### src/rtl/mem_port_master.sv
// mem_port_master: req/gnt/rvalid memory-port initiator with credit-limited in-order responses
module mem_port_master #(
  parameter int ADDR_WIDTH      = 32,
  parameter int DATA_WIDTH      = 32,
  parameter int MAX_OUTSTANDING = 4
) (
  input  logic                    clk,
  input  logic                    rst_n,
  input  logic                    cmd_valid_i,
  output logic                    cmd_ready_o,
  input  logic [ADDR_WIDTH-1:0]   cmd_addr_i,
  input  logic                    cmd_we_i,
  input  logic [DATA_WIDTH/8-1:0] cmd_be_i,
  input  logic [DATA_WIDTH-1:0]   cmd_wdata_i,
  output logic                    rsp_valid_o,
  input  logic                    rsp_ready_i,
  output logic [DATA_WIDTH-1:0]   rsp_rdata_o,
  output logic                    rsp_we_o,
  output logic                    data_req_o,
  input  logic                    data_gnt_i,
  input  logic                    data_rvalid_i,
  output logic [ADDR_WIDTH-1:0]   data_addr_o,
  output logic                    data_we_o,
  output logic [DATA_WIDTH/8-1:0] data_be_o,
  output logic [DATA_WIDTH-1:0]   data_wdata_o,
  input  logic [DATA_WIDTH-1:0]   data_rdata_i,
  output logic                    busy_o
);
  localparam int PW = $clog2(MAX_OUTSTANDING);
  localparam int CW = PW + 2;
  logic                  req_valid;
  logic [CW-1:0]         outstanding, rsp_count, inflight;
  logic [PW-1:0]         tag_wr, tag_rd, rsp_wr, rsp_rd;
  logic                  tag_mem [MAX_OUTSTANDING];
  logic [DATA_WIDTH:0]   rsp_mem [MAX_OUTSTANDING];
  logic                  cmd_fire, gnt_fire, rv_fire, rsp_fire, rv_we;
  assign inflight    = CW'(req_valid) + outstanding + rsp_count;
  assign cmd_ready_o = (inflight < CW'(MAX_OUTSTANDING)) && (!req_valid || data_gnt_i);
  assign cmd_fire    = cmd_valid_i && cmd_ready_o;
  assign gnt_fire    = req_valid && data_gnt_i;
  assign rv_fire     = data_rvalid_i && (outstanding != '0);
  assign rsp_valid_o = rsp_count != '0;
  assign rsp_fire    = rsp_valid_o && rsp_ready_i;
  assign rv_we       = tag_mem[tag_rd];
  assign rsp_we_o    = rsp_valid_o && rsp_mem[rsp_rd][DATA_WIDTH];
  assign rsp_rdata_o = rsp_valid_o ? rsp_mem[rsp_rd][DATA_WIDTH-1:0] : '0;
  assign data_req_o  = req_valid;
  assign busy_o      = inflight != '0;
  // request register: load on command handshake, clear on grant, fields hold when idle
  always_ff @(posedge clk or negedge rst_n) begin
    if (!rst_n) begin
      req_valid    <= 1'b0;
      data_addr_o  <= '0;
      data_we_o    <= 1'b0;
      data_be_o    <= '0;
      data_wdata_o <= '0;
    end else if (cmd_fire) begin
      req_valid    <= 1'b1;
      data_addr_o  <= cmd_addr_i;
      data_we_o    <= cmd_we_i;
      data_be_o    <= cmd_be_i;
      data_wdata_o <= cmd_wdata_i;
    end else if (gnt_fire) begin
      req_valid    <= 1'b0;
    end
  end
  // occupancy counters and FIFO pointers; spurious rvalid is filtered by rv_fire
  always_ff @(posedge clk or negedge rst_n) begin
    if (!rst_n) begin
      outstanding <= '0;
      rsp_count   <= '0;
      tag_wr      <= '0;
      tag_rd      <= '0;
      rsp_wr      <= '0;
      rsp_rd      <= '0;
    end else begin
      outstanding <= outstanding + CW'(gnt_fire) - CW'(rv_fire);
      rsp_count   <= rsp_count + CW'(rv_fire) - CW'(rsp_fire);
      tag_wr      <= tag_wr + PW'(gnt_fire);
      tag_rd      <= tag_rd + PW'(rv_fire);
      rsp_wr      <= rsp_wr + PW'(rv_fire);
      rsp_rd      <= rsp_rd + PW'(rsp_fire);
    end
  end
  // tag and response storage; contents are only observed through valid pointers
  always_ff @(posedge clk) begin
    if (gnt_fire) tag_mem[tag_wr] <= data_we_o;
    if (rv_fire) rsp_mem[rsp_wr] <= {rv_we, rv_we ? {DATA_WIDTH{1'b0}} : data_rdata_i};
  end
  spurious_rvalid: assert property (@(posedge clk) disable iff (!rst_n) data_rvalid_i |-> outstanding != '0)
    else $warning("data_rvalid_i with nothing outstanding, ignored");
endmodule
### config.mk
export PLATFORM = sky130hd
export DESIGN_NAME = mem_port_master
export DESIGN_NICKNAME = d
export VERILOG_FILES = /design/src/rtl/mem_port_master.sv
export SDC_FILE = /design/constraint.sdc
export NUM_CORES = 1
export LEC_CHECK = 0
export BUFFER_PORTS_ARGS = -buffer_cell sky130_fd_sc_hd__buf_2
export CAP_MARGIN = 5
export CORE_MARGIN = 8
export CORE_UTILIZATION = 53
export DETAILED_ROUTE_END_ITERATION = 6
export PLACE_DENSITY_LB_ADDON = 0.08
export SLEW_MARGIN = 10
export SYNTH_ARGS = -nofsm -noshare
export SYNTH_HDL_FRONTEND = slang
export SYNTH_SLANG_ARGS = --single-unit
### constraint.sdc
create_clock -name clk -period 4.9 [get_ports clk]
set_input_delay 0.98 -clock clk [delete_from_list [all_inputs] [get_ports clk]]
set_output_delay 0.98 -clock clk [all_outputs]
set_load 0.01 [all_outputs]
# Word level (Yosys, flattened, before mapping)
# Memories as Yosys holds them, arrays and structs flattened.
# Index checks and enable logic that the tools add are counted.
[totals]
ram_bits = 136
register_bits = 86
output_inout_bits = 106
wordCells = 44
input_bits = 107
mem_count = 2
[memory_table]
columns = ["memory", "words", "word_bits", "rd", "rd_ports_with_merged_regs", "write_ports", "line_no", "text"]
rows = [
  ["rsp_mem", 4, 33, 1, 0, 1, "35", "logic [DATA_WIDTH:0] rsp_mem [MAX_OUTSTANDING];"],
  ["tag_mem", 4, 1, 1, 0, 1, "34", "logic tag_mem [MAX_OUTSTANDING];"],
]
[op_classes]
addsub = 10
n_reduce_logical = 12
order_cmp = 1
mux = 8
[op_table]
columns = ["op", "n"]
rows = [
  ["two-way mux 32 bit", 2],
  ["nonzero test 4 bit", 3],
  ["adder 2 x 1 -> 2 bit", 4],
  ["adder 4 x 1 -> 4 bit", 2],
  ["subtractor 4 x 1 -> 4 bit", 2],
  ["logical AND 1 bit", 6],
  ["two-way mux 1 bit", 6],
  ["adder 1 x 4 -> 4 bit", 1],
  ["adder 4 bit", 1],
  ["< comparator 4 x 3 -> 1 bit (second input constant)", 1],
  ["nonzero test 2 bit", 1],
  ["logical NOT 1 bit", 1],
  ["logical OR 1 bit", 1],
]

# Longest topological paths before layout
[depth]
ltp_word = 6
mapped_depth = 11
depth_no_buf = 11

# Worst setup path before layout
# OpenSTA, ideal clock, no wires.
[synth_timing]
kind = "input port to flip-flop"
from = "input port data_rvalid_i"
to = "memory rsp_mem[1][0] (netlist bit), enable pin"
n_path_buf = 0
setup_ns = 0.471
stages = 3
slack_ns = 0.675
t_arrival_ns = 3.754
path_cell_list = "o31a_1 > inv_1 > nor3b_1"
[synth_between]
elab_chain_cells = 3
[synth_lines]
columns = ["element", "line_no", "text"]
rows = [
  ["start, declared", "21", "input logic data_rvalid_i,"],
  ["logical AND 1 bit", "41", "assign rv_fire = data_rvalid_i && (outstanding != '0);"],
  ["two-way mux 1 bit (2 in series)", "88", "if (rv_fire) rsp_mem[rsp_wr] <= {rv_we, rv_we ? {DATA_WIDTH{1'b0}} : data_rdata_i};"],
  ["end, declared", "35", ""],
]
# No other way between the ends.

# Worst setup path in the final report
[layout_timing]
from = "register req_valid (netlist: data_req_o)"
to = "output port cmd_ready_o"
[layout_between]
elab_chain_cells = 4
word_cells_on_any_way = 6
cone_classes = "add/sub (2); order compare (1); reduce/logical (3)"
[layout_lines]
columns = ["element", "line_no", "text"]
rows = [
  ["start, declared", "31", "logic req_valid;"],
  ["start signal, assigned", "52", "req_valid <= 1'b0;"],
  ["start signal, assigned", "58", "req_valid <= 1'b1;"],
  ["start signal, assigned", "64", "req_valid <= 1'b0;"],
  ["adder 1 x 4 -> 4 bit", "37", "assign inflight = CW'(req_valid) + outstanding + rsp_count;"],
  ["adder 4 bit", "37", ""],
  ["< comparator 4 x 3 -> 1 bit", "38", "assign cmd_ready_o = (inflight < CW'(MAX_OUTSTANDING)) && (!req_valid || data_gnt_i);"],
  ["logical AND 1 bit *", "38", ""],
  ["end, declared", "10", "output logic cmd_ready_o,"],
]
# Every way passes the cells marked *; elsewhere a longest branch is shown, timed or not.

==> key figures <==
Run status
  – Outcome: completed

Place
  – Pre-CTS setup slack: 1.79 ns
  – Port Buf Inserts: 212
  – Gpl congestion: 0.746
  – Detailed placement HPWL: 13300 um

Global route
  – Vias in the first global route: 5643
  – Gr busiest metal: met2
  – M3 GR Usage: 7.59%
  – Largest net degree at the start of global routing: 70
  – Grt met1 use: 19.7%
  – Initial antenna violation count: 2
  – Met2 Resource Use GR: 30.4%
  – GRT overflow: 0
  – Total track usage: 17.8%
  – First-pass GRT wire length: 30100 um

STA
  – Final TNS setup: 0 ns
  – Clock skew: 0.0175 ns
  – Worst Max-Slew Pin Slew: 1.04 ns
  – Final Hold Fails: 0
  – Final slew viol count: 0
  – Crit path time final: 3.58 ns
  – Max Clk Rate: 0.279 GHz
  – Max_slew headroom: 30.4%
  – Worst setup margin: 1.32 ns
  – Final setup fails: 0
  – RSZ-0062 raised after global routing: no
  – Final Cycle Share: 73.1%

Logic synthesis
  – Register area share after synthesis: 69.9%
  – Mapped Nets: 618
  – Post-Synth Simple-Gate Area: 5.99%
  – Seq cells post-synth: 222
  – Post-synth top flop: edfxtp_1
  – Netlist cell types: 28
  – Synth Cell Area: 0.00892 mm2
  – Ys async rst share: 38.7%
  – Post-Synth Adder-Cell Area: 3.14%
  – Post-synthesis compound-gate area fraction: 0.631%
  – XOR/XNOR Fraction of Synth Area: 0.982%
  – Synth top area share: 45.8%
  – Synthesis warning total: 0
  – Ranking of synthesized cells by area: edfxtp_1, dfrtp_1, mux4_2, mux2_2, nor2b_1
  – Mux cell area share after synthesis: 17.3%
  – Synth area leader: edfxtp_1
  – Post-Syn Area per Cell: 18.2 um2
  – Number of flops mapped to enable cells by yosys: 136
  – Most common cell in the netlist: edfxtp_1
  – Largest family of logic cells by synthesized area: multiplexers
  – Commonest cells in the synthesized netlist: edfxtp_1, dfrtp_1, nor2b_1
  – Mapped Cells: 491

Clocking
  – CTS Buf Count: 23
  – Clock buffer depth: 3
  – Number of post-CTS setup repair buffers: 0
  – Post_cts resized: 0
  – Clock Sinks: 222
  – CTS root buf: clkbuf_16
  – Clk_lat worst skew: 0.51 ns
  – Clk slew on worst S/H paths: 0.06 ns
  – H-Tree Depth: 1
  – Cts hold-fix bufs: 0
  – CTS tree: done

Pwr
  – Logic pwr share: 38.4%
  – Pleak: 4.57 nW
  – Peak VDD IR: 0.424 mV
  – Clock network fraction of design power: 22.2%
  – Cell Pwr Density: 726 mW/mm2
  – Pwr Total: 7.99 mW
  – Sw frac: 32.3%
  – Reg power frac: 39.4%
  – NetSw: 2.58 mW
  – Internal Power: 5.41 mW

Cells and area
  – Multi-input logic area: 0.00252 mm2
  – Ratio of cells with drive above 1 in the final layout: 48.1%
  – Area Growth Syn to Fin: 23.5%
  – Ant diodes: 0
  – Fill cells: 1160
  – Final nets: 841
  – Storage cell area: 0.00624 mm2

Detailed routing
  – Post-route ant nets: 0
  – Vias: 5018
  – # DRC: 0
  – Drt via density: 5.28
  – Drt pass-1 iters: 4
  – Iter 0 DRT Violations: 223
  – Avg WL per Cell: 20.1 um
  – Total wire length: 19100 um

Critical path
  – Critical path class: flip-flop to primary output
  – Critical Path Fanout Max: 3
  – Crit path arrival time: 2.60 ns
  – Startpoint Class: flip-flop
  – Critical path required time: 3.92 ns
  – CP endpoint kind: primary output

Floorplanning
  – Core Region: 0.0165 mm2
  – Die height: 146 um
  – Die W: 146 um
  – Starting Density: 54.0%
  – Top Ports: 213
  – # rows: 47
  – DIE AREA: 0.0212 mm2

Run
  – Reported max-cap violation count: 0

Hold path
  – Min-delay worst type: input pin to async pin
[layer usage]
layer | vias up | routed length (um)
met4 | 4 | 451
met3 | 39 | 2000
li1 | 2265 | -
met1 | 2491 | 7230
met5 | - | 26
met2 | 219 | 9430
[critical path, cell delays in order (launching register included)]
cell and delay (ns):
dfrtp_1 0.36, inv_1 0.09, fa_1 0.45, fa_1 0.39, xnor2_1 0.18, nor3b_1 0.33
nor2b_1 0.17, buf_2 0.13
[per-stage QoR]
step	std cells	area, um2	util (%)	hold slack [ns]
after floorplan	491	8920	-	0.450
after global placement	909	10200	62.0	0.462
after detailed placement	909	10200	62.0	0.469
after CTS	950	11000	66.7	0.382
after global routing	950	11000	66.7	0.412
final	950	11000	66.7	0.401
[state kept, by name, summed over array words and instances, names as in the netlist]
register      flops
data_addr_o      32
data_be_o         4
data_req_o        1
data_wdata_o     32
data_we_o         1
outstanding       4
rsp_count         4
rsp_mem         132
rsp_rd            2
rsp_wr            2
tag_mem           4
tag_rd            2
tag_wr            2
[logic make-up after synthesis]
family          after synthesis
flops                       222
mux                         103
simple gates                 84
buf+inv                      43
fa+ha+maj                    20
xor+xnor                     10
compound gates                9
[cell type report]
cell class | count | share of cell area, %
sequential | 222 | 56.6
multi-input combinational | 226 | 22.9
timing repair buffer | 220 | 10.3
clock buffer | 30 | 5.55
tap | 220 | 2.50
clock inverter | 11 | 1.41
inverter | 21 | 0.716
[path summary, 6_finish.rpt]
path / startpoint / endpoint / slack, ns / cells after the start
min in group clk: data_addr_o[18]$_DFFE_PN0P_ / data_addr_o[18]$_DFFE_PN0P_ / 0.48 / 1
min reg2reg: data_addr_o[18]$_DFFE_PN0P_ / data_addr_o[18]$_DFFE_PN0P_ / 0.48 / 1
min: rst_n / rsp_wr[0]$_DFF_PN0_ / 0.40 / 1
max reg2reg: data_req_o$_DFFE_PN0P_ / data_wdata_o[26]$_DFFE_PN0P_ / 1.87 / 7
max: data_req_o$_DFFE_PN0P_ / cmd_ready_o / 1.32 / 7
max in group asynchronous: rst_n / data_wdata_o[22]$_DFFE_PN0P_ / 3.44 / 2
[power by group through the flow]
stage          Sequential (mW)  Clock [mW]  Combinational, mW
2_1_floorplan             3.19           0               2.04
6_report                  3.15        1.77               3.07
5_1_grt                   3.24        1.88               3.37
3_3_place_gp              3.15           0               3.04
3_5_place_dp              3.19           0               3.14
4_1_cts                   3.17        1.81               3.14
[cell usage in the layout, fill, tap and decap left out, drive strengths merged]
cell type,netlist,routed
fa,4,4
a21o,3,3
mux4,34,34
nor3b,4,4
clkbuf,11,30
xor2,7,7
nand2,2,2
nor3,2,2
xnor2,3,3
o31a,1,1
inv,21,22
nor2b,67,67
nand3,2,2
nor2,2,2
nor4b,1,1
dfrtp,86,86
clkinv,0,6
nand3b,1,1
bufinv,0,4
and3,3,3
buf,11,220
mux2,69,69
edfxtp,136,136
ha,16,16
a21oi,4,4
o21ai,1,1
Note: power is estimated with default switching activity, not from simulation.
